==> src/rtl/multiword_add_sequencer.sv <==
// multiword_add_sequencer
//
// Adds or subtracts two W = K*N bit operands by walking one external K-bit
// adder across N slices, least-significant slice first, one slice per cycle.
// The running carry ripples through a register between slices.
//
// Ports
//   clk, rst            clock; asynchronous active-high reset
//   in_valid/in_ready   operand request channel (in_a, in_b, in_cin, in_sub)
//   adder_a/b/cin       slice operands driven to the external adder
//   adder_sum/cout      combinational result returned by the external adder
//   out_valid/out_ready result channel (out_sum, out_cout, out_ovf)
//
// Handshake semantics (both channels): a transfer happens on a rising clock
// edge where valid && ready are both high. Once out_valid is raised it stays
// high, with out_sum/out_cout/out_ovf held stable, until that transfer. The
// ready outputs never depend combinationally on the matching valid input.
module multiword_add_sequencer #(
  parameter int K = 8,
  parameter int N = 4,
  localparam int W = K * N
) (
  input  logic         clk,
  input  logic         rst,
  input  logic         in_valid,
  output logic         in_ready,
  input  logic [W-1:0] in_a,
  input  logic [W-1:0] in_b,
  input  logic         in_cin,
  input  logic         in_sub,
  output logic [K-1:0] adder_a,
  output logic [K-1:0] adder_b,
  output logic         adder_cin,
  input  logic [K-1:0] adder_sum,
  input  logic         adder_cout,
  output logic         out_valid,
  input  logic         out_ready,
  output logic [W-1:0] out_sum,
  output logic         out_cout,
  output logic         out_ovf
);

  localparam int IDX_W = $clog2(N);
  localparam logic [IDX_W-1:0] IDX_LAST = IDX_W'(N - 1);

  typedef enum logic [1:0] {
    IDLE = 2'd0,
    RUN  = 2'd1,
    DONE = 2'd2
  } state_e;

  state_e             state_q, state_d;
  logic [IDX_W-1:0]   idx_q,   idx_d;
  logic               carry_q, carry_d;
  logic [W-1:0]       op_a_q,  op_a_d;
  logic [W-1:0]       op_b_q,  op_b_d;
  logic [W-1:0]       res_q,   res_d;

  always_ff @(posedge clk or posedge rst) begin
    if (rst) begin
      state_q <= IDLE;
      idx_q   <= '0;
      carry_q <= 1'b0;
      op_a_q  <= '0;
      op_b_q  <= '0;
      res_q   <= '0;
    end else begin
      state_q <= state_d;
      idx_q   <= idx_d;
      carry_q <= carry_d;
      op_a_q  <= op_a_d;
      op_b_q  <= op_b_d;
      res_q   <= res_d;
    end
  end

  always_comb begin
    state_d   = state_q;
    idx_d     = idx_q;
    carry_d   = carry_q;
    op_a_d    = op_a_q;
    op_b_d    = op_b_q;
    res_d     = res_q;
    in_ready  = 1'b0;
    out_valid = 1'b0;
    adder_a   = '0;
    adder_b   = '0;
    adder_cin = 1'b0;

    unique case (state_q)
      IDLE: begin
        in_ready = 1'b1;
        if (in_valid) begin
          // Subtraction is A + ~B + 1, so B is stored inverted and the
          // caller's carry-in is overridden.
          op_a_d  = in_a;
          op_b_d  = in_sub ? ~in_b : in_b;
          carry_d = in_sub ? 1'b1 : in_cin;
          idx_d   = '0;
          state_d = RUN;
        end
      end
      RUN: begin
        adder_a   = op_a_q[int'(idx_q)*K +: K];
        adder_b   = op_b_q[int'(idx_q)*K +: K];
        adder_cin = carry_q;
        res_d[int'(idx_q)*K +: K] = adder_sum;
        carry_d   = adder_cout;
        // idx stops at the last slice rather than wrapping.
        if (idx_q == IDX_LAST) begin
          state_d = DONE;
        end else begin
          idx_d = idx_q + IDX_W'(1);
        end
      end
      DONE: begin
        out_valid = 1'b1;
        if (out_ready) begin
          state_d = IDLE;
        end
      end
      default: begin
        state_d = IDLE;
      end
    endcase
  end

  // Result registers are untouched in DONE, so these stay stable under
  // backpressure without a separate output stage.
  assign out_sum  = res_q;
  assign out_cout = carry_q;
  // Signed overflow: operands of equal sign (B taken after inversion)
  // yielding a result of the other sign.
  assign out_ovf  = (op_a_q[W-1] == op_b_q[W-1]) && (res_q[W-1] != op_a_q[W-1]);

endmodule

==> config.mk <==
export PLATFORM = sky130hd
export DESIGN_NAME = multiword_add_sequencer
export DESIGN_NICKNAME = d
export VERILOG_FILES = /design/src/rtl/multiword_add_sequencer.sv
export SDC_FILE = /design/constraint.sdc
export NUM_CORES = 1
export LEC_CHECK = 0
export BUFFER_PORTS_ARGS = -buffer_cell sky130_fd_sc_hd__buf_2
export CAP_MARGIN = 25
export CORE_MARGIN = 2
export CORE_UTILIZATION = 40
export DETAILED_ROUTE_END_ITERATION = 8
export GPL_TIMING_DRIVEN = 0
export PLACE_DENSITY_LB_ADDON = 0.1
export REMOVE_ABC_BUFFERS = 1
export SETUP_SLACK_MARGIN = 0.05
export SKIP_LAST_GASP = 1
export SYNTH_ARGS = -nofsm -noshare
export SYNTH_HDL_FRONTEND = slang
export SYNTH_SLANG_ARGS = --single-unit
==> constraint.sdc <==
create_clock -name clk -period 3.4 [get_ports clk]
set_input_delay 0.51 -clock clk [delete_from_list [all_inputs] [get_ports clk]]
set_output_delay 0.51 -clock clk [all_outputs]
set_load 0.005 [all_outputs]
==> results of run 1 <==
==> critical path: cells and delay by family, from the launching register on <==
kind	cells	cell delay, ps
AND/OR/NAND/NOR	1	140
flip-flops	1	900
multiplexers	1	580
buffers and inverters	1	170
==> cells in the mapped netlist <==
| master | number | area share, % |
|---|---|---|
| or4_4 | 1 | 0.24 |
| a21oi_1 | 32 | 3.4 |
| nand3b_4 | 2 | 0.85 |
| buf_4 | 9 | 1.4 |
| o21ai_1 | 3 | 0.32 |
| nand3b_2 | 1 | 0.24 |
| dfrtp_1 | 101 | 53 |
| inv_1 | 5 | 0.40 |
| xnor2_1 | 32 | 5.9 |
| clkbuf_1 | 3 | 0.24 |
| o21ai_0 | 5 | 0.53 |
| mux2_1 | 33 | 7.9 |
| mux4_2 | 16 | 7.6 |
| nand2_1 | 18 | 1.4 |
| nor2_1 | 37 | 2.9 |
| nor2b_1 | 19 | 2.5 |
| nor3b_1 | 2 | 0.32 |
| o221a_2 | 1 | 0.24 |
| nor4_4 | 2 | 0.90 |
| nor4b_2 | 1 | 0.32 |
| inv_2 | 2 | 0.16 |
| ha_1 | 5 | 1.3 |
| nand2b_1 | 5 | 0.66 |
| a22o_1 | 24 | 4.4 |
| nand3b_1 | 1 | 0.16 |
| o21ai_2 | 3 | 0.56 |
| nor4b_4 | 1 | 0.50 |
| buf_2 | 11 | 1.2 |
==> worst max path at each step <==
| stage | end | slack (ps) | depth (start not counted) |
|---|---|---|---|
| after floorplan | out_cout | -4140 | 2 |
| after global placement | out_cout | -6770 | 2 |
| after detailed placement | out_sum[12] | 700 | 5 |
| after CTS | adder_b[7] | 650 | 3 |
| after global routing | adder_a[3] | 560 | 3 |
| final | adder_a[6] | 730 | 3 |
==> report_power, final <==
part | internal, W | switching (W)
sequential | 0.00177 | 0.000404
combinational | 0.00122 | 0.000986
clock | 0.000609 | 0.000435
total | 0.00360 | 0.00183
==> sequential cells by signal, summed over array words and instances (netlist names) <==
register / cells
op_a_q: 32
op_b_q: 32
out_sum: 32
idx_q: 2
state_q: 2
out_cout: 1
==> cells by family (layout without fill, tap and decap cells) <==
| group | after synthesis | after routing | synth area share (%) |
|---|---|---|---|
| AND/OR/NAND/NOR | 90 | 90 | 11.0 |
| adder cells (fa/ha/maj) | 5 | 5 | 1.32 |
| flip-flops | 101 | 101 | 53.4 |
| AO/OA/AOI/OAI | 68 | 68 | 9.46 |
| multiplexers | 49 | 49 | 15.5 |
| XOR/XNOR | 32 | 32 | 5.92 |
| buffers and inverters | 30 | 163 | 3.38 |
==> final cells by class <==
type	count	area (um^2)	area share, %
Clock buffer	12	256	4.36
Clock inverter	4	47.5	0.809
Inverter	7	28.8	0.489
Multi-Input combinational cell	244	2050	34.9
Sequential cell	101	2530	43.0
Tap cell	143	179	3.04
Timing Repair Buffer	140	790	13.4
==> layer usage <==
metal / vias up / GRT usage [%] / routed length [um]
li1: 1564 / - / -
met1: 1587 / 22.6 / 4620
met2: 88 / 27.1 / 4960
met3: 11 / 4.28 / 601
met4: 0 / 5.69 / 149
met5: - / 0 / 0
==> per-stage QoR <==
stage / setup TNS (ps) / utilization (%) / std cells / setup WS (ps) / power [W]
after floorplan: -251160 / - / 352 / -4140 / 0.00360
after global placement: -526450 / 47.4 / 626 / -6770 / 0.00431
after detailed placement: 0 / 48.4 / 634 / 697 / 0.00442
after CTS: 0 / 51.0 / 650 / 651 / 0.00549
after global routing: 0 / 51.3 / 651 / 558 / 0.00585
final: 0 / 51.3 / 651 / 731 / 0.00542
==> metrics.yaml, run 1 <==
startpoint: "idx_q[0]"
reg2reg_to: "out_sum[12]"
hold_class: "primary input to asynchronous set/reset pin"
grt_max_degree: 64
holdBufCountCts: 0
synth_cell_types: 28
powerDensity_nw_per_um2: 922
start_util_pct: 41.3
cts-root-buf: "clkbuf_16"
area_delta_synth_final_pct: 24.2
r2r_slack_ps: 910
cp.arrival_ps: 2160
worst_slew_pin_slew_ps: 961
synthCells: 375
drtIter0Drc: 139
fin_hold_ws_ps: 329
numCtsBuffers: 9
dp_hpwl_um: 7170
finalCritPeriodShare_pct: 78.5
max-cap-violations: 0
worstSetupEndpointType: "primary output"
setup_viol: 0
drive_gt1_share_pct: 37.0
row_count: 39
finClkSkew_ps: 6.90
slew_headroom_pct: 35.9
clk_path_buf_depth: 2
cts.clk_slew.worst_paths_ps: 70
vias: 3250
drtPass1Iterations: 4
cts_setup_buffers: 0
ys_ff_latch: 101
ant_nets: 0
routed_wl_um: 10300
port_buffers: 131
clock_latency_ps: 340
antennaDiodeCount: 0
core_um2: 11500
vdd_drop_max_mv: 0.447
grtUsageTotal_pct: 16.9
fmax_mhz: 375
fin_area_um2: 5880
avgSynthCellArea_um2: 12.6
finalHoldViolations: 0
crit_path_top_delay_cell: "dfrtp_2"
path_cells: "mux4_2, nor2b_1, buf_2"
io_pins: 132
crit_type: "register to primary output"
crit_path_max_incr_delay_ps: 900
path_max_fanout: 23
gp_congestion: 0.711
grt.overflow.total: 0
fin_nets: 587
fillers: 1028
r2r-start: "idx_q[0]"
synth_area_um2: 4730
cp.required_ps: 2890
grt_pass1_vias: 3305
rsz0062_at_grt: "false"
die_h_um: 113
yosysSeqAreaShare_pct: 53.4
post_cts_resized: 0
vias_per_cell: 4.99
leakage_nw: 2.74
layout_common_cells: "buf_2 (131), dfrtp_1 (100), nor2_1 (37)"
fin_crit_ps: 2670
status: "complete, no violations"
dieArea_um2: 12700
grt_pass1_wl_um: 16900
antenna_found_initial: 0
yosysWarnings: 0
wl_per_cell_um: 15.9
slew_violations: 0
remaining_drc_errors: 0
place_area_um2: 5550
final_common_cell: "buf_2"
htree_levels: 3
ff2ff_path_depth: 5
cts.sinks: 101
cts_tree: "yes"
start_kind: "register"
die_width_um: 113
Note: power is estimated with default switching activity, not from simulation.
==> run 2: changes to the inputs <==
==> constraint.sdc (replaced) <==
create_clock -name clk -period 2.5 [get_ports clk]
set_input_delay 0.375 -clock clk [delete_from_list [all_inputs] [get_ports clk]]
set_output_delay 0.375 -clock clk [all_outputs]
set_load 0.005 [all_outputs]
==> metrics.yaml, run 2 (synthesis gave the netlist of run 1 again) <==
htree_levels: 3
remaining_drc_errors: 0
worst_slew_pin_slew_ps: 920
dp_hpwl_um: 7170
slew_headroom_pct: 38.7
cts-root-buf: "clkbuf_16"
cts_tree: "yes"
grt_max_degree: 64
slew_violations: 0
rsz0062_at_grt: "true"
grt_pass1_wl_um: 16900
cts.sinks: 101
finalHoldViolations: 0
worstSetupEndpointType: "primary output"
antenna_found_initial: 0
fmax_mhz: 421
grtUsageTotal_pct: 16.9
drtPass1Iterations: 5
fillers: 1028
busiest_layer: "met2"
clk_path_buf_depth: 2
vdd_drop_max_mv: 0.605
start_util_pct: 41.3
use_met1_pct: 22.3
row_count: 39
hold_class: "primary input to asynchronous set/reset pin"
use_met2_pct: 27.3
cp.required_ps: 2120
die_h_um: 113
fin_hold_ws_ps: 189
finalCritPeriodShare_pct: 94.9
crit_type: "register to primary output"
gp_congestion: 0.711
powerDensity_nw_per_um2: 1260
cp.arrival_ps: 2000
place_area_um2: 5550
fin_area_um2: 5880
setup_viol: 0
io_pins: 132
vias: 3267
antennaDiodeCount: 0
clock_latency_ps: 340
place_ws_ps: -203
setup_ws_ps: 127
fin_nets: 587
grt.overflow.total: 0
die_width_um: 113
routed_wl_um: 10400
finClkSkew_ps: 7.22
port_buffers: 131
cts.clk_slew.worst_paths_ps: 70
final_common_cell: "buf_2"
grt_pass1_vias: 3310
dieArea_um2: 12700
leakage_nw: 2.73
wl_per_cell_um: 16.0
fin_crit_ps: 2370
vias_per_cell: 5.02
layout_common_cells: "buf_2 (131), dfrtp_1 (99), nor2_1 (37)"
ant_nets: 0
area_delta_synth_final_pct: 24.3
start_kind: "register"
path_max_fanout: 13
status: "complete, no violations"
drtIter0Drc: 107
core_um2: 11500
numCtsBuffers: 9
max-cap-violations: 0
use_met3_pct: 4.28
drive_gt1_share_pct: 37.4
## run 2: cell counts in the layout (fill, tap and decap cells not counted)
No cell type changed its count.
## run 2: worst max-delay path, cell delays in order (launching register included)
cell     delay [ps]
dfrtp_4         640
buf_8           230
mux4_2          500
nor2b_1         140
buf_2           150
## run 2: power breakdown
part / switching [W] / leakage [nW] / internal [W]
combinational: 0.00134 / 1.36 / 0.00164
clock: 0.000593 / 0.149 / 0.000828
sequential: 0.000569 / 1.22 / 0.00242
total: 0.00250 / 2.73 / 0.00489
## run 2: layout make-up
| cell class | count | area [um^2] | share of cell area [%] |
|---|---|---|---|
| inverter | 7 | 28.8 | 0.489 |
| clock buffer | 12 | 256 | 4.36 |
| sequential | 101 | 2530 | 43.1 |
| clock inverter | 4 | 47.5 | 0.808 |
| tap | 143 | 179 | 3.04 |
| timing repair buffer | 140 | 777 | 13.2 |
| multi-input combinational | 244 | 2060 | 35.0 |
## run 2: repair_timing
| item | CTS | global route |
|---|---|---|
| setup buffers | 0 | 1 |
| endpoints found under the setup margin | 48 | 37 |
| resized for setup | 3 | 2 |
| hold buffers | 0 | 0 |
## run 2: worst paths after layout
| check | from | end | slack [ps] | cells after the start |
|---|---|---|---|---|
| max | idx_q[0] | adder_b[4] | 130 | 4 |
| min | rst | op_a_q[4] | 190 | 2 |
| max reg2reg | state_q[0] | op_a_q[21] | 320 | 5 |
| min reg2reg | out_sum[20] | out_sum[20] | 480 | 2 |
| max in group asynchronous | rst | op_b_q[24] | 1640 | 3 |
| min in group clk | out_ready | state_q[1] | 240 | 2 |
## run 2: metal layers
layer,share of wire (%),up-vias
met2,48,94
met4,1.4,0
met5,0,-
li1,-,1565
met3,5.9,11
met1,44,1597
## run 2: per-stage QoR
step,utilization [%],std cells,power [W],setup TNS (ps)
CTS,51.1,650,0.00747,0
global route,51.3,651,0.00797,0
global placement,47.4,626,0.00580,-686630
finish,51.3,651,0.00739,0
detailed placement,48.4,634,0.00601,-3780
floorplan,-,352,0.00484,-365150
==> run 3: changes to the inputs <==
--- a/config.mk
+++ b/config.mk
@@ -7,6 +7,7 @@
 export LEC_CHECK = 0
 export BUFFER_PORTS_ARGS = -buffer_cell sky130_fd_sc_hd__buf_2
 export CAP_MARGIN = 25
+export CORE_ASPECT_RATIO = 0.75
 export CORE_MARGIN = 2
 export CORE_UTILIZATION = 40
 export DETAILED_ROUTE_END_ITERATION = 8
==> metrics.yaml, run 3 (synthesis gave the netlist of run 1 again) <==
finClkSkew_ps: 6.58
core_um2: 11600
status: "complete, no violations"
crit_type: "register to primary output"
final_core_util_pct: 51.4
vdd_drop_max_mv: 0.485
holdBufCountCts: 0
path_cells: "buf_16, mux4_2, nor2b_1, buf_2"
multi_input_area_um2: 2070
cp.arrival_ps: 1960
die_width_um: 130
routed_wl_um: 10700
hold_class: "primary input to asynchronous set/reset pin"
crit_family: "flip-flops"
r2r_slack_ps: 210
drive_gt1_share_pct: 37.7
remaining_drc_errors: 0
dieArea_um2: 12700
fin_crit_ps: 2330
numCtsBuffers: 9
leakage_nw: 2.75
clock_latency_ps: 340
grt.overflow.total: 0
max-cap-violations: 0
start_kind: "register"
layout_common_cells: "buf_2 (131), dfrtp_1 (98), nor2_1 (37)"
vias: 3234
setup_ws_ps: 167
gp_congestion: 0.779
rsz0062_at_grt: "false"
final_common_cell: "buf_2"
start_util_pct: 40.9
slew_headroom_pct: 38.4
path_buf_inv: 2
startpoint: "idx_q[0]"
area_delta_synth_final_pct: 25.8
fillers: 1078
slew_violations: 0
drtIter0Drc: 122
powerDensity_nw_per_um2: 1260
grt_max_degree: 52
reg2reg_to: "op_a_q[29]"
grt_pass1_vias: 3165
setup_viol: 0
port_buffers: 131
ant_nets: 0
worst_slew_pin_slew_ps: 923
seqCellArea_um2: 2540
row_count: 34
cts-root-buf: "clkbuf_16"
fin_nets: 588
place_ws_ps: -248
worstSetupEndpointType: "primary output"
cp.required_ps: 2120
crit_path_max_incr_delay_ps: 630
die_h_um: 98.2
path_max_fanout: 13
antennaDiodeCount: 0
clk_path_buf_depth: 2
cts_tree: "yes"
grtUsageTotal_pct: 17.4
io_pins: 132
drtPass1Iterations: 4
cts.clk_slew.worst_paths_ps: 70
dp_hpwl_um: 7450
vias_per_cell: 4.82
ff2ff_path_depth: 8
antenna_found_initial: 2
finalCritPeriodShare_pct: 93.3
grt_pass1_wl_um: 16900
r2r-start: "state_q[0]"
finalPower_w: 0.00750
cts.sinks: 101
fmax_mhz: 429
wl_per_cell_um: 15.9
htree_levels: 3
critical_path_depth: 4
finalHoldViolations: 0
crit_end: "adder_b[3]"
crit_path_top_delay_cell: "dfrtp_4"
-- run 3: cell count changes in the layout (fill, tap and decap cells not counted) --
cell / change
buf_16: +2
nor4b_4: +1
buf_12: -1
buf_8: -1
clkbuf_8: +1
clkinv_2: -1
buf_4: +1
nor4b_2: -1
dfrtp_1: -1
dfrtp_2: +1
-- run 3: how the worst min path moves through the flow --
stage	start	to	slack, ps
after floorplan	op_a_q[16]	op_a_q[16]	450
after global placement	out_sum[21]	out_sum[21]	460
after detailed placement	out_sum[17]	out_sum[17]	460
after CTS	rst	out_sum[23]	140
after global routing	rst	out_sum[22]	170
final	rst	out_sum[20]	130
-- run 3: per-layer routing --
metal	vias up	routed length, um	global-route usage (%)
met3	14	729	6.03
li1	1566	-	-
met4	2	125	4.88
met2	85	4450	23.9
met5	-	13	0
met1	1567	5380	26.1
-- run 3: repair_timing --
item	CTS	global route
gates cloned	0	0
pin swaps	1	0
endpoints found under the setup margin	70	25
buffers inserted	1	1
resized for setup	4	3
-- run 3: power by group --
group | switching, W | leakage [nW] | internal, W
clock | 0.000585 | 0.152 | 0.000857
combinational | 0.00138 | 1.38 | 0.00168
sequential | 0.000566 | 1.22 | 0.00242
total | 0.00253 | 2.75 | 0.00496
-- run 3: stage by stage --
step                std cells  area (um^2)  TNS, ps  hold WS (ps)
floorplan                 352         4600  -365150           453
global placement          645         5460  -681900           460
detailed placement        653         5580    -4440           460
CTS                       670         5910        0           141
global route              671         5950        0           175
finish                    671         5950        0           130
-- run 3: cell type report --
| class | count | share of cell area, % |
|---|---|---|
| Timing Repair Buffer | 141 | 13.5 |
| Inverter | 7 | 0.483 |
| Multi-Input combinational cell | 244 | 34.7 |
| Sequential cell | 101 | 42.6 |
| Tap cell | 162 | 3.40 |
| Clock inverter | 3 | 0.715 |
| Clock buffer | 13 | 4.54 |
